$ cat config.mk
export PLATFORM = sky130hd
export DESIGN_NAME = muldiv_iter
export DESIGN_NICKNAME = d
export VERILOG_FILES = /design/src/rtl/muldiv_iter.sv
export SDC_FILE = /design/constraint.sdc
export NUM_CORES = 2
export LEC_CHECK = 0
export CAP_MARGIN = 10
export CORE_ASPECT_RATIO = 1.25
export CORE_MARGIN = 1.5
export CORE_UTILIZATION = 35
export DETAILED_ROUTE_END_ITERATION = 10
export GPL_TIMING_DRIVEN = 0
export PLACE_DENSITY = 0.55
export SLEW_MARGIN = 20
export SYNTH_ARGS = -nofsm -noshare
export SYNTH_HDL_FRONTEND = slang
export SYNTH_SLANG_ARGS = --single-unit
$ cat constraint.sdc
create_clock -name clk -period 12.7 [get_ports clk]
set_input_delay 1.905 -clock clk [delete_from_list [all_inputs] [get_ports clk]]
set_output_delay 1.905 -clock clk [all_outputs]
set_load 0.05 [all_outputs]
$ cat src/rtl/muldiv_iter.sv
// Iterative MULT/MULTU/DIV/DIVU/MADD(U)/MSUB(U) engine returning {HI,LO}.
// Define MULDIV_EARLY_OUT_EN to skip leading-zero divide iterations.
module muldiv_iter #(
  parameter int DATA_WIDTH = 32,
  parameter int MUL_CYCLES = 2,
  parameter int DIV_BITS   = 1
) (
  input  logic                    clk,
  input  logic                    rst,
  input  logic                    req_valid,
  output logic                    req_ready,
  input  logic [2:0]              req_op,
  input  logic [DATA_WIDTH-1:0]   req_reg0,
  input  logic [DATA_WIDTH-1:0]   req_reg1,
  input  logic [2*DATA_WIDTH-1:0] req_hilo,
  input  logic                    flush,
  output logic                    resp_valid,
  output logic [2*DATA_WIDTH-1:0] resp_hilo,
  output logic                    busy
);
  localparam int W   = DATA_WIDTH;
  localparam int MCW = (MUL_CYCLES > 1) ? $clog2(MUL_CYCLES) : 1;
  localparam int DCW = $clog2(W + 1);
  localparam logic [MCW-1:0] MUL_LAST  = MCW'(MUL_CYCLES - 1);
  localparam logic [DCW-1:0] DIV_ITERS = DCW'(W / DIV_BITS);

  typedef enum logic [2:0] {
    S_IDLE  = 3'd0,
    S_MUL   = 3'd1,
    S_ACC   = 3'd2,
    S_DPREP = 3'd3,
    S_DIV   = 3'd4,
    S_DFIX  = 3'd5,
    S_DONE  = 3'd6
  } state_t;

  state_t           state_r, state_s, next_s;
  logic [2:0]       op_r;
  logic [W-1:0]     a_r, b_r, rem_r, quo_r, dvs_r;
  logic [2*W-1:0]   hilo_r, prod_r;
  logic [MCW-1:0]   mul_cnt_r;
  logic [DCW-1:0]   div_cnt_r;
  logic             neg_q_r, neg_r_r;

  logic             accept_s, is_signed_s;
  logic [2*W-1:0]   a_ext_s, b_ext_s, prod_s, result_s;
  logic [W-1:0]     abs_a_s, abs_b_s, quo_init_s, rem_step_s, quo_step_s, q_fix_s, r_fix_s;
  logic [W:0]       trial_s;
  logic [DCW-1:0]   iters_s;

  assign req_ready   = (state_r == S_IDLE);
  assign busy        = ~req_ready;
  assign resp_valid  = (state_r == S_DONE);
  assign accept_s    = req_valid & req_ready & ~flush;
  assign is_signed_s = ~op_r[0];

  assign a_ext_s = is_signed_s ? {{W{a_r[W-1]}}, a_r} : {{W{1'b0}}, a_r};
  assign b_ext_s = is_signed_s ? {{W{b_r[W-1]}}, b_r} : {{W{1'b0}}, b_r};
  assign prod_s  = a_ext_s * b_ext_s;

  assign abs_a_s = (is_signed_s && a_r[W-1]) ? -a_r : a_r;
  assign abs_b_s = (is_signed_s && b_r[W-1]) ? -b_r : b_r;
  assign q_fix_s = neg_q_r ? -quo_r : quo_r;
  assign r_fix_s = neg_r_r ? -rem_r : rem_r;

`ifdef MULDIV_EARLY_OUT_EN
  logic [DCW-1:0] lz_s;

  function automatic logic [DCW-1:0] lead_zeros(input logic [W-1:0] v);
    logic [DCW-1:0] n;
    logic           found;
    n     = {DCW{1'b0}};
    found = 1'b0;
    for (int i = W - 1; i >= 0; i--) begin
      if (!found && !v[i]) begin
        n = n + DCW'(1);
      end else begin
        found = 1'b1;
      end
    end
    return n;
  endfunction
`endif

  // Divide setup: quotient seed and iteration count
  always_comb begin
    quo_init_s = abs_a_s;
    iters_s    = DIV_ITERS;
`ifdef MULDIV_EARLY_OUT_EN
    // Leading zero digits contribute zero quotient and leave the remainder at zero
    lz_s       = DCW'((int'(lead_zeros(abs_a_s)) / DIV_BITS) * DIV_BITS);
    quo_init_s = abs_a_s << lz_s;
    if (lz_s >= DCW'(W)) begin
      iters_s = DCW'(1);
    end else begin
      iters_s = DCW'((W - int'(lz_s)) / DIV_BITS);
    end
`endif
  end

  // One restoring-division step per quotient bit, DIV_BITS bits per cycle
  always_comb begin
    rem_step_s = rem_r;
    quo_step_s = quo_r;
    trial_s    = {(W+1){1'b0}};
    for (int i = 0; i < DIV_BITS; i++) begin
      trial_s    = {rem_step_s, quo_step_s[W-1]};
      quo_step_s = {quo_step_s[W-2:0], 1'b0};
      if (trial_s >= {1'b0, dvs_r}) begin
        trial_s       = trial_s - {1'b0, dvs_r};
        quo_step_s[0] = 1'b1;
      end else begin
        quo_step_s[0] = 1'b0;
      end
      rem_step_s = trial_s[W-1:0];
    end
  end

  // Value committed to resp_hilo on entry to DONE
  always_comb begin
    result_s = resp_hilo;
    case (state_r)
      S_MUL:   result_s = prod_s;
      S_ACC:   result_s = op_r[1] ? (hilo_r - prod_r) : (hilo_r + prod_r);
      S_DFIX: begin
        if (dvs_r == {W{1'b0}}) begin
          result_s = {a_r, {W{1'b1}}};
        end else begin
          result_s = {r_fix_s, q_fix_s};
        end
      end
      default: result_s = resp_hilo;
    endcase
  end

  // Next-state logic; flush aborts any in-flight operation
  always_comb begin
    next_s  = state_r;
    state_s = state_r;
    case (state_r)
      S_IDLE: begin
        if (accept_s) begin
          next_s = (req_op[2:1] == 2'b01) ? S_DPREP : S_MUL;
        end else begin
          next_s = S_IDLE;
        end
      end
      S_MUL: begin
        if (mul_cnt_r == MUL_LAST) begin
          next_s = op_r[2] ? S_ACC : S_DONE;
        end else begin
          next_s = S_MUL;
        end
      end
      S_ACC:   next_s = S_DONE;
      S_DPREP: next_s = S_DIV;
      S_DIV: begin
        if (div_cnt_r == DCW'(1)) begin
          next_s = S_DFIX;
        end else begin
          next_s = S_DIV;
        end
      end
      S_DFIX:  next_s = S_DONE;
      S_DONE:  next_s = S_IDLE;
      default: next_s = S_IDLE;
    endcase
    state_s = (flush && (state_r != S_IDLE)) ? S_IDLE : next_s;
  end

  // State register
  always_ff @(posedge clk) begin
    if (rst) begin
      state_r <= S_IDLE;
    end else begin
      state_r <= state_s;
    end
  end

  // Operand capture, iteration datapath and result register
  always_ff @(posedge clk) begin
    if (rst) begin
      op_r      <= 3'd0;
      a_r       <= {W{1'b0}};
      b_r       <= {W{1'b0}};
      hilo_r    <= {(2*W){1'b0}};
      prod_r    <= {(2*W){1'b0}};
      mul_cnt_r <= {MCW{1'b0}};
      div_cnt_r <= {DCW{1'b0}};
      rem_r     <= {W{1'b0}};
      quo_r     <= {W{1'b0}};
      dvs_r     <= {W{1'b0}};
      neg_q_r   <= 1'b0;
      neg_r_r   <= 1'b0;
      resp_hilo <= {(2*W){1'b0}};
    end else begin
      if (accept_s) begin
        op_r      <= req_op;
        a_r       <= req_reg0;
        b_r       <= req_reg1;
        hilo_r    <= req_hilo;
        mul_cnt_r <= {MCW{1'b0}};
        neg_q_r   <= ~req_op[0] & (req_reg0[W-1] ^ req_reg1[W-1]);
        neg_r_r   <= ~req_op[0] & req_reg0[W-1];
      end
      case (state_r)
        S_MUL: begin
          mul_cnt_r <= mul_cnt_r + MCW'(1);
          prod_r    <= prod_s;
        end
        S_DPREP: begin
          rem_r     <= {W{1'b0}};
          quo_r     <= quo_init_s;
          dvs_r     <= abs_b_s;
          div_cnt_r <= iters_s;
        end
        S_DIV: begin
          rem_r     <= rem_step_s;
          quo_r     <= quo_step_s;
          div_cnt_r <= div_cnt_r - DCW'(1);
        end
        default: begin
        end
      endcase
      if (state_s == S_DONE) begin
        resp_hilo <= result_s;
      end
    end
  end

endmodule

==> impl_results.md <==
- Footprint of the flip-flops and latches: 0.00735 mm^2
- Aggregate global-route resource usage: 34.7%
- Failing checks: setup timing
- Post-synth ARST share: 0%
- Kind of critical path: register to register
- Synthesized area divided by synthesized cell count: 8.64 um^2
- Die outline width: 409 um
- Initial drt markers: 5111
- DR WL met2: ~170000 um
- Most area-hungry cell type in the Yosys netlist: fa_1
- Element type at the critical path end: register
- Area of the multi-input gates: about 0.057 mm^2
- Leakage component of the power: 37.0 nW
- Routed WL: 365000 um
- PnR worst setup slack: -0.0400 ns
- CTS Hold Bufs: 0
- FILL cells: 21200
- Post-synth cell types: 102
- Number of antenna-violating nets in the routed design: 0
- Status: complete, but fails checks
- CP Launch Type: register
- Root Driver: clkbuf_16
- Clock transition at path regs: 0.06 ns
- Sum of met3 wire segment lengths after detailed routing: ~29000 um
- Initial core utilization: roughly a third
- Number of max-cap violations: 0
- Min-delay src: hilo_r[0]$_SDFFE_PP0P_
- Count of endpoints failing hold in the final timing report: 0
- Final-report setup violation count: 5
- Sequential element share of the synthesized area: just over 10%
- H-tree levels: 2
- Nets in the synthesized netlist: 10300
- Largest net degree at the start of global routing: 26
- Slew at the pin closest to its max-slew limit: 1.36 ns
- Leading register cell type out of synthesis: dfxtp_1
- Total non-filler cell area in the finished layout: 0.0796 mm^2
- Number of antenna violations at the first check in global routing: 52
- Routability congestion estimate: about 1.1
- End-of-flow core utilization: 39.1%
- Top Ports: 202
- Post-synth EDFFs: 0
- Post-Place Worst Slack: -1.45 ns
- Path type of the worst min-delay path: register to register
- Worst VDD drop: 108 uV
- Number of storage elements in the synthesis netlist: 367
- CP Data Required Time: 13.18 ns
- Number of vias in the routed layout: roughly 63000
- Fraction of final layout cells sized beyond drive strength 1: between 3 and 4%
- Syn Inst Count: 8325
- CTS Buf Count: 44
- Wire length of the first global-routing pass: around 500000 um
- Path depth of the worst reg2reg path: 31
- Portion of synthesized cell area occupied by the leading cell type: about two fifths
- Slew headroom: 9.05%
- Accumulated negative setup slack: -0.106 ns
- Via count of the first global-routing pass: 65200
- Register-to-register setup slack: -0.04 ns
- Std-Cell Rows: 185
- Area of the core region: 0.204 mm^2
- Total of warnings raised by yosys: 0
- Die outline area: 0.208 mm^2
- Half-perimeter wire length after placement: roughly 300000 um
- Mean routed wirelength per cell: 32.1 um
- Pre-antenna DRT Iters: 7
- Post-synthesis instance area: ~0.072 mm^2
- CTS sink cnt: approximately 370
- Remaining DRCs: 0
- Top layer reached by signal wires: met5
- Clock insertion delay at the later pin of the skew report: between 0.6 and 0.7 ns
- Worst path arrival time: 13.22 ns
- Worst Hold End: hilo_r[0]$_SDFFE_PP0P_
- Number of cells on the worst hold path: 2
- Final min period: 12.74 ns
- Critical path's largest stage delay: approximately 0.9 ns
- Fin. max-slew vios: 0
- Setup Skew: 0.0320 ns
- Layout overhead on the synthesized area: 10.6%
- Most area-consuming cells after synthesis: fa_1, dfxtp_1, inv_1
- Slowest-stage cell, CP: buf_1
- DIE HEIGHT: 510 um
- FF-to-FF End: resp_hilo[50]$_SDFFE_PP0P_
- Cell area reported after detailed placement: between 0.07 and 0.08 mm^2
- Max Buffers Root-to-Sink: 3
- Part of the cycle the worst path needs: 100%
- Maximum clock frequency: 78.5 MHz
- Most used cell along the critical path: fa_1
- P per Cell Area: 90.4 mW/mm^2
- Via density per instance: 5.51
- Reg-to-Reg Start: a_r[3]$_SDFFE_PP0P_
- Total congestion overflow: 0
- Clock tree from TritonCTS: yes
- Routed metal-1 wirelength: 127000 um
- Count of nets after finishing: 10600
- Input/output buffers: 200
- Critical Path Fanout Max: 10
## cell type report
class,instances,area share (%)
Timing Repair Buffer,216,2.80
Sequential cell,367,9.23
Clock buffer,53,1.48
Buffer,495,2.64
Clock inverter,26,0.417
Inverter,1584,7.47
Multi-Input combinational cell,5879,71.6
Tap cell,2711,4.26
Antenna cell,42,0.132
## how the worst max path moves through the flow
stage,startpoint,endpoint,slack [ns],cells after the start
6_report,a_r[3]$_SDFFE_PP0P_,resp_hilo[50]$_SDFFE_PP0P_,-0.04,31
3_3_place_gp,a_r[31]$_SDFFE_PP0P_,resp_hilo[57]$_SDFFE_PP0P_,-2.47,32
2_1_floorplan,a_r[31]$_SDFFE_PP0P_,resp_hilo[57]$_SDFFE_PP0P_,3.08,32
5_1_grt,b_r[31]$_SDFFE_PP0P_,resp_hilo[59]$_SDFFE_PP0P_,-0.01,33
3_5_place_dp,a_r[31]$_SDFFE_PP0P_,resp_hilo[63]$_SDFFE_PP0P_,-1.45,32
4_1_cts,a_r[31]$_SDFFE_PP0P_,resp_hilo[56]$_SDFFE_PP0P_,0.01,33
## synthesized netlist by cell type, types with 28 or more instances
cell and n:
fa_1 1418, ha_1 416, nor3_1 78, nand4_1 43, nand3_1 58, a31oi_1 31, a21o_1 103, a21oi_1 481
o21ai_0 184, inv_1 1584, buf_1 69, dfxtp_1 367, and2_1 601, nor2_1 310, a22oi_1 39, clkbuf_1 405
o31ai_1 49, a211oi_1 75, mux2i_1 28, nand2_1 1089, nor2b_1 29, xor2_1 130, xnor2_1 237, o21a_1 36
## cells by family (layout without fill, tap and decap cells)
kind of cell	count (synthesis)	in the layout	synth area share [%]
xor gates and xnor gates	368	368	4.49
adders and majority gates	1836	1836	46.7
AOI/OAI and AO/OA	1253	1253	11.2
and+or+nand+nor	2391	2391	16.0
other	0	42	0
buffers and inverters	2079	2374	11.0
muxes	31	31	0.437
DFF	367	367	10.2
## stage by stage
| step | hold slack (ns) | power [W] | std cells |
|---|---|---|---|
| after floorplan | 0.435 | 0.00378 | 8325 |
| after global placement | 0.449 | 0.00553 | 11200 |
| after detailed placement | 0.457 | 0.00564 | 11300 |
| after CTS | 0.466 | 0.00706 | 11300 |
| after global routing | 0.491 | 0.00747 | 11300 |
| final | 0.463 | 0.00719 | 11400 |
## sequential cells by signal, indices dropped and copies added (netlist names)
signal	flops
div_cnt_r	6
resp_hilo	64
hilo_r	64
neg_r_r	1
prod_r	64
op_r	3
neg_q_r	1
dvs_r	32
a_r	32
b_r	32
rem_r	32
mul_cnt_r	1
quo_r	32
state_r	3
## cell usage in the layout (no fill, tap or decap), types with 31 or more instances in the layout
| cell type | n |
|---|---|
| inv_1 | 1583 |
| clkbuf_1 | 333 |
| o21a_1 | 36 |
| o31ai_1 | 49 |
| xnor2_1 | 219 |
| nor2_1 | 308 |
| ha_1 | 416 |
| dfxtp_1 | 366 |
| a21oi_1 | 481 |
| xor2_1 | 124 |
| a31oi_1 | 31 |
| clkbuf_2 | 75 |
| and2_1 | 601 |
| a211oi_1 | 73 |
| a21o_1 | 103 |
| buf_1 | 53 |
| nand3_1 | 58 |
| nand4_1 | 43 |
| fa_1 | 1417 |
| clkbuf_16 | 44 |
| o21ai_0 | 183 |
| nor3_1 | 77 |
| a22oi_1 | 39 |
| diode_2 | 42 |
| clkdlybuf4s50_1 | 200 |
| nand2_1 | 1088 |
## layer usage
layer | GRT usage, % | vias up
met2 | 57.4 | 3194
met5 | 0 | -
met3 | 7.79 | 1226
met4 | 31.2 | 22
li1 | - | 26400
met1 | 37.3 | 31900
## critical path, delay by kind of cell, from the launching register on
kind	cells	cell delay, ns
buffers and inverters	9	3.18
DFF	1	0.30
and+or+nand+nor	4	1.22
adders and majority gates	11	4.76
xor gates and xnor gates	1	0.74
AOI/OAI and AO/OA	6	2.29
## timing repair
action	CTS	global route
pin swaps	2	0
endpoints found under the setup margin	31	19
setup buffers	2	0
gates resized for setup	9	22
## where the power goes
group	switching (W)	internal (W)
logic	0.00311	0.00141
clock network	0.000621	0.000771
registers	0.0000697	0.00121
No activity file was read; power rests on OpenSTA's default activity.
